<file path="config.mk">
export PLATFORM = sky130hd
export DESIGN_NAME = calc_stream_engine_flat
export DESIGN_NICKNAME = d
export VERILOG_FILES = /design/src/rtl/calc_stream_engine_pkg.sv /design/src/rtl/calc_stream_engine_if.sv /design/src/rtl/calc_stream_engine_alu.sv /design/src/rtl/calc_stream_engine.sv /design/src/flat_wrapper.sv
export SDC_FILE = /design/constraint.sdc
export NUM_CORES = 1
export LEC_CHECK = 0
export ABC_CLOCK_PERIOD_IN_PS = 10400
export CORE_MARGIN = 10
export CORE_UTILIZATION = 30
export DETAILED_ROUTE_END_ITERATION = 8
export PLACE_DENSITY = 0.53
export SLEW_MARGIN = 40
export SYNTH_ARGS = -nofsm -noshare
export SYNTH_HDL_FRONTEND = slang
export SYNTH_HIERARCHICAL = 1
export SYNTH_SLANG_ARGS = --single-unit
</file>
<file path="constraint.sdc">
create_clock -name clk -period 10.4 [get_ports clk]
set_clock_uncertainty 0.1 [all_clocks]
set_input_delay 3.12 -clock clk [delete_from_list [all_inputs] [get_ports clk]]
set_output_delay 3.12 -clock clk [all_outputs]
set_load 0.01 [all_outputs]
</file>
<file path="src/rtl/calc_stream_engine_pkg.sv">
// Shared types and defaults for the streaming calculator: arithmetic modes,
// engine FSM states and the memory-word width derivation.
package calculator_pkg;

    localparam int DATA_W_DEF = 32;
    localparam int ADDR_W_DEF = 9;
    localparam int RD_LAT_DEF = 1;
    localparam int CNT_W_DEF  = 16;

    typedef enum logic [1:0] {
        ADD    = 2'b00,
        SUB    = 2'b01,
        SATADD = 2'b10,
        RSVD   = 2'b11
    } calc_mode_e;

    typedef enum logic [2:0] {
        ST_IDLE,
        ST_CHECK,
        ST_READ,
        ST_WAIT,
        ST_CALC,
        ST_WRITE,
        ST_DONE
    } calc_state_e;

    // One memory word carries two operands (or two packed results).
    function automatic int mem_w(input int data_w);
        return 2 * data_w;
    endfunction

endpackage

</file>
<file path="src/rtl/calc_stream_engine_if.sv">
// Control handshake plus SRAM read/write ports of the streaming calculator.
// master = engine side, slave = top level / SRAM side.
interface calc_stream_if
    import calculator_pkg::*;
#(
    parameter int DATA_W = DATA_W_DEF,
    parameter int ADDR_W = ADDR_W_DEF,
    parameter int CNT_W  = CNT_W_DEF
);
    localparam int MEM_W = mem_w(DATA_W);

    logic              start_i;
    logic [1:0]        mode_i;
    logic [ADDR_W-1:0] read_start_addr;
    logic [ADDR_W-1:0] read_end_addr;
    logic [ADDR_W-1:0] write_start_addr;
    logic [ADDR_W-1:0] write_end_addr;

    logic              rd_en_o;
    logic [ADDR_W-1:0] rd_addr_o;
    logic [MEM_W-1:0]  rd_data_i;
    logic              wr_en_o;
    logic [ADDR_W-1:0] wr_addr_o;
    logic [MEM_W-1:0]  wr_data_o;

    logic              busy_o;
    logic              done_o;
    logic              err_o;
    logic [CNT_W-1:0]  ovf_cnt_o;

    modport master (
        input  start_i, mode_i, read_start_addr, read_end_addr,
               write_start_addr, write_end_addr, rd_data_i,
        output rd_en_o, rd_addr_o, wr_en_o, wr_addr_o, wr_data_o,
               busy_o, done_o, err_o, ovf_cnt_o
    );

    modport slave (
        output start_i, mode_i, read_start_addr, read_end_addr,
               write_start_addr, write_end_addr, rd_data_i,
        input  rd_en_o, rd_addr_o, wr_en_o, wr_addr_o, wr_data_o,
               busy_o, done_o, err_o, ovf_cnt_o
    );

endinterface

</file>
<file path="src/rtl/calc_stream_engine_alu.sv">
// Combinational arithmetic unit: add, subtract and unsigned saturating add,
// with a single overflow flag (carry-out or borrow).
module calc_alu
    import calculator_pkg::*;
#(
    parameter int DATA_W = DATA_W_DEF
) (
    input  logic [DATA_W-1:0] a,
    input  logic [DATA_W-1:0] b,
    input  calc_mode_e        mode,
    output logic [DATA_W-1:0] result,
    output logic              ovf
);

    logic [DATA_W:0] sum;

    assign sum = {1'b0, a} + {1'b0, b};

    // The reserved mode encoding behaves as a plain add.
    always_comb begin
        result = sum[DATA_W-1:0];
        ovf    = sum[DATA_W];
        case (mode)
            SUB: begin
                result = a - b;
                ovf    = (a < b);
            end
            SATADD: begin
                if (sum[DATA_W]) result = '1;
            end
            default: ;
        endcase
    end

endmodule

</file>
<file path="src/rtl/calc_stream_engine.sv">
// Streams operand words from SRAM, runs them through calc_alu, packs two
// results per word and writes them back; start/busy/done handshake.
//
// state    | meaning
// ---------+--------------------------------------------------------------
// ST_IDLE  | waiting for start; latches configuration on start
// ST_CHECK | validates address ranges, aborts with err on inverted ranges
// ST_READ  | one-cycle read strobe at the current read pointer
// ST_WAIT  | down-counts the SRAM read latency, captures the read word
// ST_CALC  | computes one result into the pack buffer half
// ST_WRITE | one-cycle write strobe of the packed word
// ST_DONE  | one-cycle done pulse, then back to idle
module calc_stream_engine
    import calculator_pkg::*;
#(
    parameter int DATA_W = DATA_W_DEF,
    parameter int ADDR_W = ADDR_W_DEF,
    parameter int RD_LAT = RD_LAT_DEF,
    parameter int CNT_W  = CNT_W_DEF
) (
    input logic          clk,
    input logic          rst,
    calc_stream_if.master bus
);

    localparam int MEM_W  = mem_w(DATA_W);
    localparam int WAIT_W = 3;
    localparam logic [WAIT_W-1:0] WAIT_LOAD = WAIT_W'(RD_LAT - 1);

    calc_state_e       state;
    calc_mode_e        mode_q;
    logic [ADDR_W-1:0] rd_ptr;
    logic [ADDR_W-1:0] rd_end;
    logic [ADDR_W-1:0] wr_ptr;
    logic [ADDR_W-1:0] wr_end;
    logic [WAIT_W-1:0] wait_cnt;
    logic [MEM_W-1:0]  op_word;
    logic [MEM_W-1:0]  pack;
    logic [MEM_W-1:0]  new_pack;
    logic              half;

    logic              rd_en;
    logic [ADDR_W-1:0] rd_addr;
    logic              wr_en;
    logic [ADDR_W-1:0] wr_addr;
    logic [MEM_W-1:0]  wr_data;
    logic              busy;
    logic              done;
    logic              err;
    logic [CNT_W-1:0]  ovf_cnt;

    logic [DATA_W-1:0] alu_res;
    logic              alu_ovf;
    logic              last_read;

    calc_alu #(.DATA_W(DATA_W)) u_alu (
        .a      (op_word[DATA_W-1:0]),
        .b      (op_word[MEM_W-1:DATA_W]),
        .mode   (mode_q),
        .result (alu_res),
        .ovf    (alu_ovf)
    );

    assign last_read = (rd_ptr == rd_end);

    always_comb begin
        new_pack = pack;
        if (!half) new_pack[DATA_W-1:0]     = alu_res;
        else       new_pack[MEM_W-1:DATA_W] = alu_res;
    end

    always_ff @(posedge clk or negedge rst) begin
        if (!rst) begin
            state    <= ST_IDLE;
            mode_q   <= ADD;
            rd_ptr   <= '0;
            rd_end   <= '0;
            wr_ptr   <= '0;
            wr_end   <= '0;
            wait_cnt <= '0;
            op_word  <= '0;
            pack     <= '0;
            half     <= 1'b0;
            rd_en    <= 1'b0;
            rd_addr  <= '0;
            wr_en    <= 1'b0;
            wr_addr  <= '0;
            wr_data  <= '0;
            busy     <= 1'b0;
            done     <= 1'b0;
            err      <= 1'b0;
            ovf_cnt  <= '0;
        end else begin
            rd_en <= 1'b0;
            wr_en <= 1'b0;
            done  <= 1'b0;
            case (state)
                ST_IDLE: begin
                    if (bus.start_i) begin
                        mode_q  <= calc_mode_e'(bus.mode_i);
                        rd_ptr  <= bus.read_start_addr;
                        rd_end  <= bus.read_end_addr;
                        wr_ptr  <= bus.write_start_addr;
                        wr_end  <= bus.write_end_addr;
                        err     <= 1'b0;
                        ovf_cnt <= '0;
                        pack    <= '0;
                        half    <= 1'b0;
                        busy    <= 1'b1;
                        state   <= ST_CHECK;
                    end
                end
                ST_CHECK: begin
                    if (rd_end < rd_ptr || wr_end < wr_ptr) begin
                        err   <= 1'b1;
                        busy  <= 1'b0;
                        done  <= 1'b1;
                        state <= ST_DONE;
                    end else begin
                        rd_en   <= 1'b1;
                        rd_addr <= rd_ptr;
                        state   <= ST_READ;
                    end
                end
                ST_READ: begin
                    wait_cnt <= WAIT_LOAD;
                    state    <= ST_WAIT;
                end
                ST_WAIT: begin
                    if (wait_cnt == '0) begin
                        op_word <= bus.rd_data_i;
                        state   <= ST_CALC;
                    end else begin
                        wait_cnt <= wait_cnt - 1'b1;
                    end
                end
                ST_CALC: begin
                    half <= ~half;
                    if (alu_ovf && ovf_cnt != {CNT_W{1'b1}}) ovf_cnt <= ovf_cnt + 1'b1;
                    // The buffer is cleared as it is handed to the write so an
                    // odd final result goes out with a zero high half.
                    if (half || last_read) begin
                        wr_en   <= 1'b1;
                        wr_addr <= wr_ptr;
                        wr_data <= new_pack;
                        pack    <= '0;
                        state   <= ST_WRITE;
                    end else begin
                        pack    <= new_pack;
                        rd_ptr  <= rd_ptr + 1'b1;
                        rd_en   <= 1'b1;
                        rd_addr <= rd_ptr + 1'b1;
                        state   <= ST_READ;
                    end
                end
                ST_WRITE: begin
                    if (!last_read && wr_ptr < wr_end) begin
                        rd_ptr  <= rd_ptr + 1'b1;
                        wr_ptr  <= wr_ptr + 1'b1;
                        rd_en   <= 1'b1;
                        rd_addr <= rd_ptr + 1'b1;
                        state   <= ST_READ;
                    end else begin
                        // Operands left over with no result space is an error.
                        if (!last_read) err <= 1'b1;
                        busy  <= 1'b0;
                        done  <= 1'b1;
                        state <= ST_DONE;
                    end
                end
                ST_DONE: begin
                    state <= ST_IDLE;
                end
                default: begin
                    state <= ST_IDLE;
                end
            endcase
        end
    end

    assign bus.rd_en_o   = rd_en;
    assign bus.rd_addr_o = rd_addr;
    assign bus.wr_en_o   = wr_en;
    assign bus.wr_addr_o = wr_addr;
    assign bus.wr_data_o = wr_data;
    assign bus.busy_o    = busy;
    assign bus.done_o    = done;
    assign bus.err_o     = err;
    assign bus.ovf_cnt_o = ovf_cnt;

endmodule

</file>
<file path="src/flat_wrapper.sv">
// flat-port wrapper written by rule: the top's interface ports become plain ports
module calc_stream_engine_flat import calculator_pkg::*;
#(
    parameter int DATA_W = DATA_W_DEF,
    parameter int ADDR_W = ADDR_W_DEF,
    parameter int RD_LAT = RD_LAT_DEF,
    parameter int CNT_W  = CNT_W_DEF
)
  (clk, rst, bus_start_i, bus_mode_i, bus_read_start_addr, bus_read_end_addr, bus_write_start_addr, bus_write_end_addr, bus_rd_data_i, bus_rd_en_o, bus_rd_addr_o, bus_wr_en_o, bus_wr_addr_o, bus_wr_data_o, bus_busy_o, bus_done_o, bus_err_o, bus_ovf_cnt_o);
  calc_stream_if #(.DATA_W(DATA_W), .ADDR_W(ADDR_W), .CNT_W(CNT_W)) bus_i ();
  input logic clk;
  input logic rst;
  input wire logic [$bits(bus_i.start_i)-1:0] bus_start_i;
  input wire logic [$bits(bus_i.mode_i)-1:0] bus_mode_i;
  input wire logic [$bits(bus_i.read_start_addr)-1:0] bus_read_start_addr;
  input wire logic [$bits(bus_i.read_end_addr)-1:0] bus_read_end_addr;
  input wire logic [$bits(bus_i.write_start_addr)-1:0] bus_write_start_addr;
  input wire logic [$bits(bus_i.write_end_addr)-1:0] bus_write_end_addr;
  input wire logic [$bits(bus_i.rd_data_i)-1:0] bus_rd_data_i;
  output wire logic [$bits(bus_i.rd_en_o)-1:0] bus_rd_en_o;
  output wire logic [$bits(bus_i.rd_addr_o)-1:0] bus_rd_addr_o;
  output wire logic [$bits(bus_i.wr_en_o)-1:0] bus_wr_en_o;
  output wire logic [$bits(bus_i.wr_addr_o)-1:0] bus_wr_addr_o;
  output wire logic [$bits(bus_i.wr_data_o)-1:0] bus_wr_data_o;
  output wire logic [$bits(bus_i.busy_o)-1:0] bus_busy_o;
  output wire logic [$bits(bus_i.done_o)-1:0] bus_done_o;
  output wire logic [$bits(bus_i.err_o)-1:0] bus_err_o;
  output wire logic [$bits(bus_i.ovf_cnt_o)-1:0] bus_ovf_cnt_o;
  assign bus_i.start_i = bus_start_i;
  assign bus_i.mode_i = bus_mode_i;
  assign bus_i.read_start_addr = bus_read_start_addr;
  assign bus_i.read_end_addr = bus_read_end_addr;
  assign bus_i.write_start_addr = bus_write_start_addr;
  assign bus_i.write_end_addr = bus_write_end_addr;
  assign bus_i.rd_data_i = bus_rd_data_i;
  assign bus_rd_en_o = bus_i.rd_en_o;
  assign bus_rd_addr_o = bus_i.rd_addr_o;
  assign bus_wr_en_o = bus_i.wr_en_o;
  assign bus_wr_addr_o = bus_i.wr_addr_o;
  assign bus_wr_data_o = bus_i.wr_data_o;
  assign bus_busy_o = bus_i.busy_o;
  assign bus_done_o = bus_i.done_o;
  assign bus_err_o = bus_i.err_o;
  assign bus_ovf_cnt_o = bus_i.ovf_cnt_o;
  calc_stream_engine #(.DATA_W(DATA_W), .ADDR_W(ADDR_W), .RD_LAT(RD_LAT), .CNT_W(CNT_W)) u_core (.clk(clk), .rst(rst), .bus(bus_i));
endmodule
</file>
==> impl_metrics.csv <==
group,metric,value,unit
critical_path,worstReg2RegEnd,"u_core/bus.ovf_cnt_o[13]",
yosys,ys_types,73,
final_layout,drive_gt1_frac,0.09737,
power_and_ir_drop,p_per_area,394.2,nW/um2
yosys,synth-main-ff-cell,"dfrtp_1",
clock_network,hold_buffers,0,
routing,vias,12810,
grt,antenna_found_initial,1,
die,core,51510,um2
final_layout,nets,1999,
timing,hold_violations,0,
final_layout,area_delta_synth_final,24.84,%
timing,slew_violations,0,
final_layout,multi_input_area,8059,um2
critical_path,rr_worst_depth,16,
grt,grtUsageMet1,0.1991,
critical_path,r2r_start,"u_core/op_word[12]",
placed_design,place_hpwl,34780,um
yosys,synth_edf_count,0,
grt,grt-ovfl-total,0,
power_and_ir_drop,p_total,7.712,mW
grt,grt_util_met3,0.02889,
final_layout,fillers,5209,
critical_path,startpoint,"bus_start_i",
yosys,syn_nets,1835,
yosys,synth_top_cell_area_share,0.4407,
yosys,ys_ff_latch,276,
grt,busiest_layer,"met2",
critical_path,cp-end-kind,"flop",
grt,use_met2,0.2368,
yosys,synth_common_cells,"dfrtp_1 (276), a21oi_1 (184), nor2_1 (153)",
timing,timing.fmax,194.2,MHz
grt,grt_util_all_layers,0.1483,
timing,slew_headroom,0.4460,
routing,wirelength,47620,um
routing,first_iter_violations,816,
critical_path,worstPathRequired,10.77,ns
final_layout,regArea,6910,um2
power_and_ir_drop,peakVddDrop,0.1531,mV
clock_network,cts-root-buf,"clkbuf_16",
die,die-area,61780,um2
critical_path,endpoint,"u_core/bus.ovf_cnt_o[13]",
routing,ant_nets,0,
clock_network,ctsResizeCount,0,
timing,tns,0,ns
die,row_count,83,
clock_network,cts_made_buffers,35,
min_path,min_path_type,"flop to flop",
routing,routedWlPerCell,18.99,um
critical_path,worstPathArrival,5.52,ns
yosys,ys_async_sr_fraction,1.000,
timing,tightest_slew,0.8310,ns
grt,grt_pass1_vias,12770,
yosys,postSynthAreaPerCell,9.562,um2
timing,rsz0062_at_grt,"no",
clock_network,clock_sinks,276,
clock_network,cts_tree,"done",
grt,grt_max_degree,134,
yosys,syn_area,15670,um2
yosys,yosysMostFrequentCell,"dfrtp_1",
yosys,synth_seq_area_share,0.4407,
critical_path,r2r_setup_slack,5.30,ns
clock_network,clock_latency,0.56,ns
timing,fin_crit,5.148,ns
die,initial_core_util,0.3043,
final_layout,diodes,0,
clock_network,clockBufferDepth,3,
routing,drtPass1Iterations,5,
critical_path,crit_type,"primary input to flop",
critical_path,critical_path_peak_fanout,17,
clock_network,htreeDepth,2,
power_and_ir_drop,p_leak,8.574,nW
timing,finalCritPeriodShare,0.4950,
routing,viasPerCell,5.108,
die,die-height,248.6,um
placed_design,io_buffers,207,
run_status,outcome,"finished, final reports clean",
routing,drc,0,
grt,grt_pass1_wl,74560,um
placed_design,place_congestion,0.8697,
critical_path,cp-start-kind,"primary input",
clock_network,postCtsSetupBuffers,0,
yosys,synthCells,1639,
clock_network,cts.reportedPaths.clkPinSlew,0.05,ns
job,maxCapViolations,0,
die,die_w,248.6,um
yosys,yosys_warnings,6,
min_path,worstHoldPathCells,1,
yosys,yosys.area.top_type,"dfrtp_1",
timing,finalSetupViolCount,0,
die,ioPinCount,208,
yosys,synth_area_leaders,"dfrtp_1 (44%), ha_1 (7.1%), a21oi_1 (5.9%)",
==> per-layer routing <==
| metal | part of all wire | up-vias | wire length, um |
|---|---|---|---|
| li1 | - | 6182 | - |
| met2 | 0.46 | 355 | 22070 |
| met3 | 0.052 | 71 | 2481 |
| met1 | 0.46 | 6200 | 21960 |
| met4 | 0.023 | 2 | 1097 |
| met5 | 0.00036 | - | 17 |
==> state kept, by name, indices dropped and copies added (netlist names), 2 cells and up <==
signal and count:
u_core/bus.wr_data_o 64, u_core/op_word 64, u_core/pack 64, u_core/bus.ovf_cnt_o 16, u_core/bus.rd_addr_o 9, u_core/bus.wr_addr_o 9, u_core/rd_end 9, u_core/rd_ptr 9
u_core/wr_end 9, u_core/wr_ptr 9, u_core/state 3, u_core/wait_cnt 3, u_core/mode_q 2
==> kinds of logic after synthesis <==
| kind of cell | share of synthesized area |
|---|---|
| xor+xnor | 0.01062 |
| simple gates | 0.1317 |
| flops | 0.4407 |
| compound gates | 0.1908 |
| mux | 0.1050 |
| buf+inv | 0.04758 |
| fa+ha+maj | 0.07361 |
==> metrics by stage <==
step / instance area [um2] / hold WS [ns] / util / instances / setup WS, ns
final: 19570 / 0.3809 / 0.3798 / 2508 / 5.252
after detailed placement: 18350 / 0.3701 / 0.3563 / 2445 / 4.704
after global routing: 19570 / 0.3962 / 0.3798 / 2508 / 4.963
after floorplan: 15670 / 0.3497 / - / 1639 / 5.602
after global placement: 18340 / 0.3675 / 0.3560 / 2445 / 4.734
after CTS: 19530 / 0.3858 / 0.3792 / 2507 / 5.285
==> layout make-up <==
| cell class | instances | share of cell area |
|---|---|---|
| inverters | 92 | 0.01765 |
| well taps | 680 | 0.04349 |
| clock inverters | 14 | 0.009848 |
| flip-flops and latches | 276 | 0.3532 |
| clock buffers | 48 | 0.05033 |
| repair buffers | 221 | 0.1136 |
| multi-input cells | 1177 | 0.4119 |
==> power by group <==
part	total (mW)	internal [mW]	switching, mW
sequential	1.87	1.50	0.365
clock	1.24	0.744	0.494
combinational	4.61	1.87	2.73
==> worst max-delay path: stages <==
cell and delay [ns]:
clkdlybuf4s50_1 0.53, or4b_1 0.77, a21o_1 0.26, a31o_1 0.30, or3_1 0.38, a21oi_1 0.15
==> cell usage in the layout, fill, tap and decap left out, types with 21 or more instances in the layout <==
| master | n |
|---|---|
| a21oi_1 | 184 |
| inv_1 | 92 |
| nand2_1 | 116 |
| clkdlybuf4s50_1 | 206 |
| clkbuf_16 | 35 |
| ha_1 | 89 |
| mux2_2 | 74 |
| mux2i_1 | 71 |
| and2_1 | 39 |
| a22o_1 | 33 |
| nor3_1 | 23 |
| nand3_1 | 29 |
| o22ai_1 | 21 |
| o21ai_0 | 82 |
| dfrtp_1 | 275 |
| nor2_1 | 150 |
==> worst min-delay path by stage <==
stage,start,end,slack [ns]
floorplan,u_core/rd_end[1],u_core/rd_end[1],0.35
global placement,u_core/pack[49],u_core/pack[49],0.37
detailed placement,u_core/pack[49],u_core/pack[49],0.37
CTS,u_core/pack[35],u_core/pack[35],0.39
global route,u_core/pack[53],u_core/pack[53],0.40
finish,u_core/bus.rd_addr_o[4],u_core/bus.rd_addr_o[4],0.38
Power figures use the tool's default switching activity.
